File: config.mk
export PLATFORM = sky130hd
export DESIGN_NAME = remote_cmd_seq
export DESIGN_NICKNAME = d
export VERILOG_FILES = /design/src/rtl/remote_cmd_seq.sv
export SDC_FILE = /design/constraint.sdc
export NUM_CORES = 1
export LEC_CHECK = 0
export BUFFER_PORTS_ARGS = -buffer_cell sky130_fd_sc_hd__buf_4
export CELL_PAD_IN_SITES_DETAIL_PLACEMENT = 1
export CELL_PAD_IN_SITES_GLOBAL_PLACEMENT = 2
export CORE_ASPECT_RATIO = 0.7
export CORE_MARGIN = 5
export CORE_UTILIZATION = 43
export DETAILED_ROUTE_END_ITERATION = 7
export PLACE_DENSITY_LB_ADDON = 0.1
export SLEW_MARGIN = 20
export SYNTH_ARGS = -nofsm -noshare
export SYNTH_HDL_FRONTEND = slang
export SYNTH_SLANG_ARGS = --single-unit
File: constraint.sdc
create_clock -name clk -period 3.6 [get_ports clk]
set_clock_uncertainty 0.15 [all_clocks]
set_input_delay 0.36 -clock clk [delete_from_list [all_inputs] [get_ports clk]]
set_output_delay 0.36 -clock clk [all_outputs]
set_load 0.02 [all_outputs]
File: src/rtl/remote_cmd_seq.sv
// remote_cmd_seq: queues {cmd, data} requests for RemoteComm, issues them one
// at a time, waits for the quad's response byte and retires on 8'hA5.
// Requests that keep failing are retried a bounded number of times, then
// dropped with an error code. EMER_LAND flushes everything queued behind the
// in-flight head and takes the next slot.
module remote_cmd_seq #(
  parameter int RESP_TMO  = 1_000_000,
  parameter int MAX_RETRY = 3,
  parameter int DEPTH     = 4
) (
  input  logic                     clk,
  input  logic                     rst_n,
  input  logic                     req_vld,
  input  logic [7:0]               req_cmd,
  input  logic [15:0]              req_data,
  output logic                     req_rdy,
  output logic [7:0]               cmd,
  output logic [15:0]              data,
  output logic                     send_cmd,
  input  logic                     cmd_sent,
  input  logic                     resp_rdy,
  input  logic [7:0]               resp,
  output logic                     clr_resp_rdy,
  output logic                     busy,
  output logic                     done,
  output logic                     err,
  output logic [1:0]               err_code,
  output logic [$clog2(DEPTH):0]   fifo_cnt
);

  localparam int AW = $clog2(DEPTH);
  localparam int CW = AW + 1;
  localparam int TW = $clog2(RESP_TMO + 1);
  localparam int RW = $clog2(MAX_RETRY + 2);

  localparam logic [TW-1:0] TMO_LIMIT   = TW'(RESP_TMO);
  localparam logic [RW-1:0] RETRY_LIMIT = RW'(MAX_RETRY);
  localparam logic [CW-1:0] FIFO_FULL   = CW'(DEPTH);
  localparam logic [7:0]    EMER_LAND   = 8'h07;
  localparam logic [7:0]    ACK_BYTE    = 8'hA5;
  localparam logic [1:0]    CAUSE_TMO   = 2'b01;
  localparam logic [1:0]    CAUSE_BAD   = 2'b10;

  typedef enum logic [2:0] {
    IDLE,
    SEND,
    WAIT_SENT,
    WAIT_RESP,
    LATCH_RESP,
    CHECK,
    RETRY
  } state_t;

  state_t state, state_n;

  logic [7:0]    cmd_mem  [DEPTH];
  logic [15:0]   data_mem [DEPTH];
  logic [AW-1:0] rd_ptr, wr_ptr;
  logic [AW-1:0] rd_ptr_n, wr_ptr_n, wr_addr;
  logic [CW-1:0] fifo_cnt_n;
  logic [AW-1:0] rd_ptr_inc;

  logic          is_emer, full, push, pop;
  logic [7:0]    head_nxt_cmd;
  logic [15:0]   head_nxt_data;
  logic          load_head;

  logic [TW-1:0] tmo_cnt;
  logic          tmo_hit, tmo_clr, tmo_run;
  logic [RW-1:0] retry_cnt;
  logic          retry_inc, retry_clr;
  logic [7:0]    resp_q;
  logic          resp_latch;
  logic [1:0]    cause, cause_nxt;
  logic          cause_set;

  assign is_emer    = (req_cmd == EMER_LAND);
  assign full       = (fifo_cnt == FIFO_FULL);
  assign req_rdy    = !full || is_emer;
  assign push       = req_vld && req_rdy;
  assign rd_ptr_inc = rd_ptr + AW'(1);
  assign tmo_hit    = (tmo_cnt >= TMO_LIMIT);
  assign busy       = (state != IDLE) || (fifo_cnt != '0);

  // FIFO pointer/count update, including the EMER_LAND flush that keeps only the head
  always_comb begin
    wr_addr    = wr_ptr;
    rd_ptr_n   = rd_ptr;
    wr_ptr_n   = wr_ptr;
    fifo_cnt_n = fifo_cnt;
    if (push && is_emer && (fifo_cnt != '0)) begin
      wr_addr = rd_ptr_inc;
      if (pop) begin
        rd_ptr_n   = rd_ptr_inc;
        wr_ptr_n   = rd_ptr + AW'(2);
        fifo_cnt_n = CW'(1);
      end else begin
        wr_ptr_n   = rd_ptr + AW'(2);
        fifo_cnt_n = CW'(2);
      end
    end else begin
      if (push) wr_ptr_n = wr_ptr + AW'(1);
      if (pop)  rd_ptr_n = rd_ptr_inc;
      fifo_cnt_n = fifo_cnt + CW'(push) - CW'(pop);
    end
  end

  // Head as it will stand after this edge, so cmd/data can be loaded on entry to SEND
  always_comb begin
    head_nxt_cmd  = cmd_mem[rd_ptr];
    head_nxt_data = data_mem[rd_ptr];
    if (pop) begin
      if (push && (is_emer || (fifo_cnt == CW'(1)))) begin
        head_nxt_cmd  = req_cmd;
        head_nxt_data = req_data;
      end else begin
        head_nxt_cmd  = cmd_mem[rd_ptr_inc];
        head_nxt_data = data_mem[rd_ptr_inc];
      end
    end else if (fifo_cnt == '0) begin
      head_nxt_cmd  = req_cmd;
      head_nxt_data = req_data;
    end
  end

  // FIFO storage; entries need no reset because fifo_cnt qualifies them
  always_ff @(posedge clk) begin
    if (push) begin
      cmd_mem[wr_addr]  <= req_cmd;
      data_mem[wr_addr] <= req_data;
    end
  end

  // FIFO pointers and occupancy
  always_ff @(posedge clk or negedge rst_n) begin
    if (!rst_n) begin
      rd_ptr   <= '0;
      wr_ptr   <= '0;
      fifo_cnt <= '0;
    end else begin
      rd_ptr   <= rd_ptr_n;
      wr_ptr   <= wr_ptr_n;
      fifo_cnt <= fifo_cnt_n;
    end
  end

  // Next-state and strobe decode for the request/response handshake
  always_comb begin
    state_n      = state;
    send_cmd     = 1'b0;
    clr_resp_rdy = 1'b0;
    done         = 1'b0;
    err          = 1'b0;
    pop          = 1'b0;
    tmo_clr      = 1'b0;
    tmo_run      = 1'b0;
    retry_inc    = 1'b0;
    retry_clr    = 1'b0;
    resp_latch   = 1'b0;
    cause_set    = 1'b0;
    cause_nxt    = cause;
    case (state)
      IDLE: begin
        if ((fifo_cnt != '0) || push) state_n = SEND;
      end
      SEND: begin
        send_cmd = 1'b1;
        tmo_clr  = 1'b1;
        state_n  = WAIT_SENT;
      end
      WAIT_SENT: begin
        tmo_run      = 1'b1;
        clr_resp_rdy = resp_rdy;
        if (cmd_sent) begin
          state_n = WAIT_RESP;
        end else if (tmo_hit) begin
          state_n   = RETRY;
          cause_set = 1'b1;
          cause_nxt = CAUSE_TMO;
        end
      end
      WAIT_RESP: begin
        tmo_run = 1'b1;
        if (resp_rdy) begin
          resp_latch = 1'b1;
          state_n    = LATCH_RESP;
        end else if (tmo_hit) begin
          state_n   = RETRY;
          cause_set = 1'b1;
          cause_nxt = CAUSE_TMO;
        end
      end
      LATCH_RESP: begin
        clr_resp_rdy = 1'b1;
        state_n      = CHECK;
      end
      CHECK: begin
        if (resp_q == ACK_BYTE) begin
          pop       = 1'b1;
          done      = 1'b1;
          retry_clr = 1'b1;
          state_n   = ((fifo_cnt > CW'(1)) || push) ? SEND : IDLE;
        end else begin
          state_n   = RETRY;
          cause_set = 1'b1;
          cause_nxt = CAUSE_BAD;
        end
      end
      RETRY: begin
        if (retry_cnt < RETRY_LIMIT) begin
          retry_inc = 1'b1;
          state_n   = SEND;
        end else begin
          pop       = 1'b1;
          err       = 1'b1;
          retry_clr = 1'b1;
          state_n   = IDLE;
        end
      end
      default: state_n = IDLE;
    endcase
  end

  assign load_head = (state_n == SEND);

  // State register
  always_ff @(posedge clk or negedge rst_n) begin
    if (!rst_n) state <= IDLE;
    else        state <= state_n;
  end

  // Response timer (saturates at the limit) and retry counter
  always_ff @(posedge clk or negedge rst_n) begin
    if (!rst_n) begin
      tmo_cnt   <= '0;
      retry_cnt <= '0;
    end else begin
      if (tmo_clr)                 tmo_cnt <= '0;
      else if (tmo_run && !tmo_hit) tmo_cnt <= tmo_cnt + TW'(1);
      if (retry_clr)      retry_cnt <= '0;
      else if (retry_inc) retry_cnt <= retry_cnt + RW'(1);
    end
  end

  // Latched response byte, last failure cause and the reported error code
  always_ff @(posedge clk or negedge rst_n) begin
    if (!rst_n) begin
      resp_q   <= '0;
      cause    <= '0;
      err_code <= '0;
    end else begin
      if (resp_latch) resp_q   <= resp;
      if (cause_set)  cause    <= cause_nxt;
      if (err)        err_code <= cause;
    end
  end

  // cmd/data held stable toward RemoteComm for the whole transaction
  always_ff @(posedge clk or negedge rst_n) begin
    if (!rst_n) begin
      cmd  <= '0;
      data <= '0;
    end else if (load_head) begin
      cmd  <= head_nxt_cmd;
      data <= head_nxt_data;
    end
  end

endmodule

==> results of run 1 <==
==> report_power, final <==
part           switching (uW)  internal, uW  total (uW)
combinational            1530          1360        2890
sequential                550          2550        3100
clock                     806          1040        1840
total                    2890          4950        7840
==> kinds of logic (layout without fill, tap and decap cells) <==
group,Yosys count,count (layout),share of synthesized area
AO/OA/AOI/OAI,63,63,0.0828
XOR/XNOR,20,20,0.0217
adder cells (fa/ha/maj),8,8,0.0133
buffers and inverters,46,162,0.0294
flip-flops,165,165,0.570
multiplexers,59,59,0.150
AND/OR/NAND/NOR,211,211,0.133
==> cell usage after synthesis (all sizes together), types with 2 or more instances <==
| cell | instances |
|---|---|
| clkbuf | 13 |
| nand3b | 3 |
| xor2 | 12 |
| nand3 | 16 |
| or3 | 4 |
| and3b | 2 |
| and3 | 5 |
| o31ai | 3 |
| and4bb | 3 |
| a31oi | 6 |
| buf | 22 |
| a21oi | 11 |
| nand4 | 2 |
| o2111ai | 3 |
| nand2 | 40 |
| edfxtp | 96 |
| nor2b | 3 |
| mux2 | 10 |
| nand2b | 3 |
| xnor2 | 8 |
| ha | 7 |
| nor4 | 3 |
| o41ai | 24 |
| nor2 | 63 |
| nor3 | 58 |
| mux4 | 48 |
| o21ai | 7 |
| and2 | 2 |
| dfrtp | 69 |
| inv | 11 |
==> layout make-up <==
class	count	share of cell area
inverters	11	0.00421
flip-flops and latches	165	0.471
repair buffers	119	0.101
clock buffers	17	0.0434
clock inverters	15	0.0172
well taps	242	0.0309
multi-input cells	361	0.333
==> layer usage <==
layer | vias to the layer above | GRT usage | wire [um]
met4 | 0 | 0.0461 | 177
met1 | 2852 | 0.277 | 9560
li1 | 2413 | - | -
met3 | 18 | 0.0394 | 980
met2 | 113 | 0.324 | 10100
met5 | - | 0 | 0
==> final timing paths <==
path,slack [ns],start,end
worst min-delay path,0.04,req_cmd[2],cmd_mem[2][2]
max in group asynchronous,2.38,rst_n,rd_ptr[0]
worst max register to register,0.84,state[0],data[1]
min in group asynchronous,0.36,rst_n,tmo_cnt[7]
worst max-delay path,0.72,req_cmd[4],fifo_cnt[2]
worst min register to register,0.33,data[15],data[15]
==> sequential cells by signal, summed over array words and instances (netlist names) <==
signal	cells
cause	2
cmd	8
cmd_mem	32
data	16
data_mem	64
err_code	2
fifo_cnt	3
rd_ptr	2
resp_q	8
retry_cnt	3
state	3
tmo_cnt	20
wr_ptr	2
==> worst max-delay path, cell delays in order <==
cell and delay, ns:
dlygate4sd3_1 0.54, buf_4 0.16, nor4b_2 0.31, nand2_1 0.19
a31o_2 0.36, ha_1 0.30, inv_1 0.04, ha_1 0.18
fa_1 0.37, xor2_1 0.16, nor2_1 0.05
==> layout by cell type, fill, tap and decap left out, types with 4 or more instances in the layout <==
cell type | Yosys | final
inv_1 | 7 | 7
inv_6 | 0 | 7
a31oi_1 | 6 | 6
and3_1 | 5 | 5
or3_1 | 4 | 4
xor2_1 | 12 | 12
mux4_2 | 48 | 48
nor3_1 | 55 | 54
dfrtp_1 | 69 | 67
a21oi_1 | 9 | 7
nand2_1 | 40 | 40
nand3_1 | 14 | 14
clkinvlp_4 | 0 | 4
ha_1 | 7 | 7
o21ai_0 | 7 | 7
mux2_2 | 10 | 10
inv_2 | 4 | 4
nor2_1 | 61 | 59
buf_4 | 3 | 86
edfxtp_1 | 96 | 96
clkbuf_16 | 0 | 17
xnor2_1 | 8 | 8
o41ai_2 | 23 | 23
a21oi_2 | 2 | 4
dlygate4sd3_1 | 0 | 31
==> through the flow <==
step	instances	cell area (um2)
detailed placement	867	8900
CTS	930	9800
floorplan	572	8090
finish	930	9810
global placement	867	8900
global route	930	9810
==> what timing repair did <==
action	4_1_cts	5_1_grt
setup buffers	0	0
resized for setup	0	0
endpoints found under the hold margin	164	0
hold buffers	31	0
setup endpoints to repair	0	0
==> metrics.cfg, run 1 <==
[global_routing]
grt_pass1_wl_um = 33900
first_global_vias = 5943
grt_use_total = 0.199
antenna_found_initial = 0
grt_overflow = 0
grt_max_degree = 70

[final_layout]
area_delta_synth_final_pct = 21.2
drive_above_1_share = 0.340
fillCellCount = 1859
antenna_cells = 0
layout.area.seq_mm2 = 0.00461
multi_input_area_mm2 = 0.00327
fin_util = 0.524
nets = 720

[drt]
ant_nets = 0
drt_iter0_markers = 304
vias = 5396
drt_first_pass_iters = 4
wirelength_um = 20800
drc = 0
wl_per_cell_um = 22.4
vias_per_cell = 5.80

[cts]
clock_latency_ns = 0.43
tritoncts = done
clkSlewWorstSetupHoldPaths_ns = 0.07
htree_levels = 4
clock-sinks = 165
clock_path_buffers = 2
cts_buffers = 17
cts_root_buffer = clkbuf_16

[logic_synthesis]
synthFlopType = edfxtp_1
yosysUniqueCellTypes = 58
synth_edf_count = 96
yosysSeqAreaShare = 0.570
yosys_warnings = 0
ys_seq_elements = 165
netlist_area_mm2 = 0.00809
synth_nets = 617
synth_area_leaders = edfxtp_1, dfrtp_1, mux4_2
synth_top_area_frac = 0.356
synthCells = 572
synthArstFlopShare = 0.418
synth_top_area_cell = edfxtp_1
avgSynthCellArea_um2 = 14.1

[place]
dpl_worst_slack_ns = 0.852
gp_congestion = 0.769
port-buffer-count = 71
hpwl_um = 13200

[worst_setup_path]
crit_type = primary input to register
end_kind = register
rr_worst_depth = 9
critical_path.max_fanout = 7
cp-start-kind = primary input
crit_required_ns = 3.74
cp.arrival_ns = 3.02

[worst_hold_path]
hp-class = primary input to register
min_path_cells = 1

[run]
max_cap_viol_count = 0

[sta]
hold_ws_ns = 0.0381
setup_violations = 0
tns_ns = 0
rsz0062_at_grt = no
final.period_utilization = 0.799
hold_viol_final = 0
final-max-slew-violation-count = 0
layout_min_cycle_time_ns = 2.88
tightestPinTransition_ns = 1.02
fin_ws_ns = 0.723
fmax_mhz = 348
slew_headroom = 0.321

[die]
core_mm2 = 0.0187
dieArea_mm2 = 0.0217
num_rows = 42
initial_core_util = 0.432
ios = 72
die_w_um = 174
die_height_um = 125

[outcome]
status = finished clean

[pwr]
powerDensity_mw_per_mm2 = 799
p_leak_uw = 0.00375
irDropWorstVdd_mv = 0.382
total_power_uw = 7840

Power figures use the tool's default switching activity.
==> run 2, diff against run 1 <==
==> constraint.sdc (replaced) <==
create_clock -name clk -period 2.95 [get_ports clk]
set_clock_uncertainty 0.15 [all_clocks]
set_input_delay 0.295 -clock clk [delete_from_list [all_inputs] [get_ports clk]]
set_output_delay 0.295 -clock clk [all_outputs]
set_load 0.02 [all_outputs]
==> run 2 against run 1 <==
- flip-flop and latch count unchanged
- cell count increased by 1.1%
- hold slack improved by 0.014 ns
- non-clock buffer count grew 10
- die area did not move
- sequential power is 18% higher
- routed wire length down 1.5%
- clock power is 19% higher
- register-to-register slack got worse by 0.48 ns
- count of clock-buffer cells in the layout is 3 higher
- via count grew 0.41%
- critical path depth unchanged
- critical endpoint unchanged
==> metrics.cfg, run 2 (synthesized netlist as in run 1, its figures left out) <==
[drt]
vias_per_cell = 5.76
drt_first_pass_iters = 5
wirelength_um = 20500
ant_nets = 0
drc = 0
drt_iter0_markers = 277
vias = 5418
wl_per_cell_um = 21.8

[pwr]
powerDensity_mw_per_mm2 = 968
irDropWorstVdd_mv = 0.439
p_leak_uw = 0.00382

[die]
dieArea_mm2 = 0.0217
initial_core_util = 0.432
core_mm2 = 0.0187
num_rows = 42
die_w_um = 174
ios = 72
die_height_um = 125

[cts]
cts_root_buffer = clkbuf_16
clock-sinks = 165
htree_levels = 4
tritoncts = done
clock_path_buffers = 2
clkSlewWorstSetupHoldPaths_ns = 0.07
clock_latency_ns = 0.43
cts_buffers = 17

[final_layout]
nets = 730
mostFrequentLayoutCells = edfxtp_1, buf_4, dfrtp_1
stdcell_count = 940
largest_register_ffs = 64
regMostFlops = data_mem
area_delta_synth_final_pct = 22.7
drive_above_1_share = 0.345
antenna_cells = 0
final_common_cell = edfxtp_1
largest_registers = data_mem x64, cmd_mem x32, tmo_cnt x20

[worst_setup_path]
end_kind = register
r2r_slack_ns = 0.36
rr_worst_depth = 11
crit_required_ns = 3.10
crit_path_start = req_cmd[4]
timing.rr.end = fifo_cnt[2]
cp.arrival_ns = 2.95
cp-start-kind = primary input
r2r_start = state[0]
crit_type = primary input to register
critical_path.max_fanout = 7

[global_routing]
antenna_found_initial = 0
grt_use_total = 0.192
grt_max_degree = 53
grt_pass1_wl_um = 32600
first_global_vias = 5723
grt_overflow = 0

[place]
hpwl_um = 13300
dpl_worst_slack_ns = 0.195
dp.cells = 875
port-buffer-count = 71
gp_congestion = 0.776

[sta]
layout_min_cycle_time_ns = 2.81
fmax_mhz = 356
tns_ns = 0
fin_ws_ns = 0.145
slew_headroom = 0.535
final-max-slew-violation-count = 0
final.period_utilization = 0.951
hold_viol_final = 0
setup_violations = 0
tightestPinTransition_ns = 0.697
rsz0062_at_grt = no

[outcome]
status = finished clean

[worst_hold_path]
min_path_cells = 3
min_to = state[2]
hp-start = resp_rdy
hp-class = primary input to register

[run]
max_cap_viol_count = 0

-- run 2: changes by cell type in the layout (fill, tap and decap cells not counted), sizes merged --
cell / change
buf: +8
bufinv: -1
clkbuf: +3
clkinvlp: -3
dlygate4sd3: +2
inv: +1
-- run 2: how the worst max path moves through the flow --
stage                    end  slack (ns)  cells after the start
2_1_floorplan  cmd_mem[0][0]        0.07                      5
3_3_place_gp     fifo_cnt[2]        0.31                     10
3_5_place_dp     fifo_cnt[2]        0.20                     10
4_1_cts          fifo_cnt[2]        0.06                     11
5_1_grt          fifo_cnt[2]        0.01                     11
6_report         fifo_cnt[2]        0.14                     11
-- run 2: timing repair --
action | in CTS | in global routing
setup buffers | 0 | 0
hold buffers | 33 | 0
gates resized for setup | 0 | 4
endpoints found under the setup margin | 0 | 49
hold endpoints to repair | 147 | 0
-- run 2: metrics by stage --
step / area (um2) / hold WS, ns / utilization / total power (uW)
final: 9930 / 0.0524 / 0.531 / 9610
after global routing: 9930 / 0.0581 / 0.531 / 10200
after CTS: 9900 / 0.0311 / 0.529 / 9730
after detailed placement: 8990 / 0.234 / 0.481 / 7470
after global placement: 8990 / 0.232 / 0.481 / 7300
after floorplan: 8100 / -0.151 / - / 6190
-- run 2: cell type report --
cell class,count,area (um2)
flip-flops and latches,165,4620
multi-input cells,361,3290
repair buffers,129,1100
clock inverters,12,115
inverters,11,41.3
well taps,242,303
clock buffers,20,458
fillers,1874,8780
-- run 2: per-layer routing --
layer / share of wire / track usage
met2: 0.47 / 0.297
met1: 0.48 / 0.281
met3: 0.049 / 0.0364
met4: 0.0087 / 0.0498
met5: 0 / 0
-- run 2: worst max-delay path, stage by stage --
cell,delay (ns)
dlygate4sd3_1,0.54
buf_4,0.16
nor4b_4,0.31
nand2_2,0.17
a31o_4,0.31
ha_1,0.29
inv_1,0.04
ha_1,0.18
fa_1,0.40
xor2_1,0.20
nor2_1,0.06
-- run 2: report_power, final --
part / total, uW / internal [uW] / switching, uW
clock: 2190 / 1230 / 961
combinational: 3770 / 1760 / 2010
sequential: 3660 / 3110 / 542
==> run 3, diff against run 2 <==
--- a/config.mk
+++ b/config.mk
@@ -13,6 +13,7 @@
 export CORE_UTILIZATION = 43
 export DETAILED_ROUTE_END_ITERATION = 7
 export PLACE_DENSITY_LB_ADDON = 0.1
+export RECOVER_POWER = 50
 export SLEW_MARGIN = 20
 export SYNTH_ARGS = -nofsm -noshare
 export SYNTH_HDL_FRONTEND = slang
==> run 3 against run 2 <==
- cell count unchanged
- worst setup slack got worse by 0.016 ns
- highest routed layer unchanged
- sequential power about the same
- via count increased by 0.20%
- die area unchanged
- register-to-register slack about the same
- utilization decreased by 0.78 points
- clock power about the same
- maximum frequency decreased by 0.56%
- hold slack improved by 0.0012 ns
- first-iteration DRC count decreased by 8.3%
- critical path depth unchanged
==> metrics.cfg, run 3 (synthesized netlist as in run 1, its figures left out) <==
[cts]
clkSlewWorstSetupHoldPaths_ns = 0.07
cts_root_buffer = clkbuf_16
clock_latency_ns = 0.43
tritoncts = done
clock_path_buffers = 2
cts_buffers = 17
clock-sinks = 165
htree_levels = 4

[die]
die_height_um = 125
dieArea_mm2 = 0.0217
die_w_um = 174
core_mm2 = 0.0187
initial_core_util = 0.432
num_rows = 42
ios = 72

[sta]
final.period_utilization = 0.956
fmax_mhz = 354
final-max-slew-violation-count = 0
tns_ns = 0
layout_min_cycle_time_ns = 2.82
hold_viol_final = 0
tightestPinTransition_ns = 1.33
setup_violations = 0
slew_headroom = 0.114

[drt]
vias_per_cell = 5.78
ant_nets = 0
drc = 0
wl_per_cell_um = 21.9
drt_first_pass_iters = 5
drt_iter0_markers = 254
vias = 5429
wirelength_um = 20600

[worst_setup_path]
critical_path.max_fanout = 7
cp-start-kind = primary input
crit_type = primary input to register
cp.arrival_ns = 2.97
end_kind = register
crit_required_ns = 3.10
r2r_slack_ns = 0.36

[final_layout]
regMostFlops = data_mem
largest_register_ffs = 64
finalInstanceArea_mm2 = 0.00978
largest_registers = data_mem x64, cmd_mem x32, tmo_cnt x20
mostFrequentLayoutCells = edfxtp_1, dfrtp_1, nor2_1
drive_above_1_share = 0.291
antenna_cells = 0
nets = 730
fin_util = 0.523
area_delta_synth_final_pct = 20.9
final_common_cell = edfxtp_1

[place]
hpwl_um = 13300
port-buffer-count = 71
gp_congestion = 0.776
placedInstanceArea_mm2 = 0.00899

[pwr]
p_leak_uw = 0.00368
irDropWorstVdd_mv = 0.439
powerDensity_mw_per_mm2 = 972

[outcome]
status = finished clean

[global_routing]
antenna_found_initial = 0
grt_use_total = 0.192
gr-usage-met3 = 0.0364
first_global_vias = 5723
grt_max_degree = 53
grt.busiest_layer = met2
gr-usage-met2 = 0.297
grt_overflow = 0
use_met1 = 0.281
grt_pass1_wl_um = 32600

[worst_hold_path]
hp-class = primary input to register

[run]
max_cap_viol_count = 0

-- run 3: cell types whose count changed in the layout (fill, tap and decap cells not counted) --
cell	before	now
buf_4	92	53
clkbuf_1	2	40
clkbuf_2	0	1
-- run 3: power by group --
group          leakage (uW)  total, uW  switching [uW]  internal [uW]
combinational       0.00164       3660            2000           1660
clock              0.000285       2190             961           1230
sequential          0.00175       3660             546           3110
total               0.00368       9510            3510           6000
-- run 3: through the flow --
step	setup WS, ns	total power (uW)	hold slack [ns]	cells
6_report	0.129	9510	0.0536	940
3_5_place_dp	0.195	7470	0.234	875
5_1_grt	-0.00526	10100	0.0581	940
3_3_place_gp	0.315	7300	0.232	875
2_1_floorplan	0.0700	6190	-0.151	572
4_1_cts	0.0632	9730	0.0311	940
-- run 3: worst max-delay path, cell delays in order --
cell,delay (ns)
dlygate4sd3_1,0.54
clkbuf_1,0.20
nor4b_4,0.28
nand2_2,0.17
a31o_4,0.31
ha_1,0.29
inv_1,0.04
ha_1,0.18
fa_1,0.40
xor2_1,0.20
nor2_1,0.06
-- run 3: what timing repair did --
action	in CTS	in global routing
hold buffers	33	0
setup buffers	0	0
gates resized for setup	0	4
endpoints found under the setup margin	0	49
hold endpoints to repair	147	0
-- run 3: area by class of cell --
type	instances	area [um2]
timing repair buffer	129	956
inverter	11	41.3
tap	242	303
multi-input combinational	361	3290
clock inverter	12	115
sequential	165	4620
clock buffer	20	458
fill	1898	8930
-- run 3: worst paths after layout --
| path | start | to | depth (start not counted) |
|---|---|---|---|
| max in group asynchronous | rst_n | state[0] | 3 |
| setup / recovery | req_cmd[7] | fifo_cnt[2] | 11 |
| hold / removal | resp_rdy | state[2] | 3 |
| hold reg to reg | cmd[1] | cmd[1] | 2 |
| setup reg to reg | state[0] | fifo_cnt[2] | 11 |
| min in group asynchronous | rst_n | tmo_cnt[19] | 2 |
-- run 3: layer usage --
| layer | up-vias | share of wire |
|---|---|---|
| li1 | 2440 | - |
| met1 | 2851 | 0.48 |
| met2 | 121 | 0.47 |
| met3 | 17 | 0.039 |
| met4 | 0 | 0.0086 |
| met5 | - | 0 |
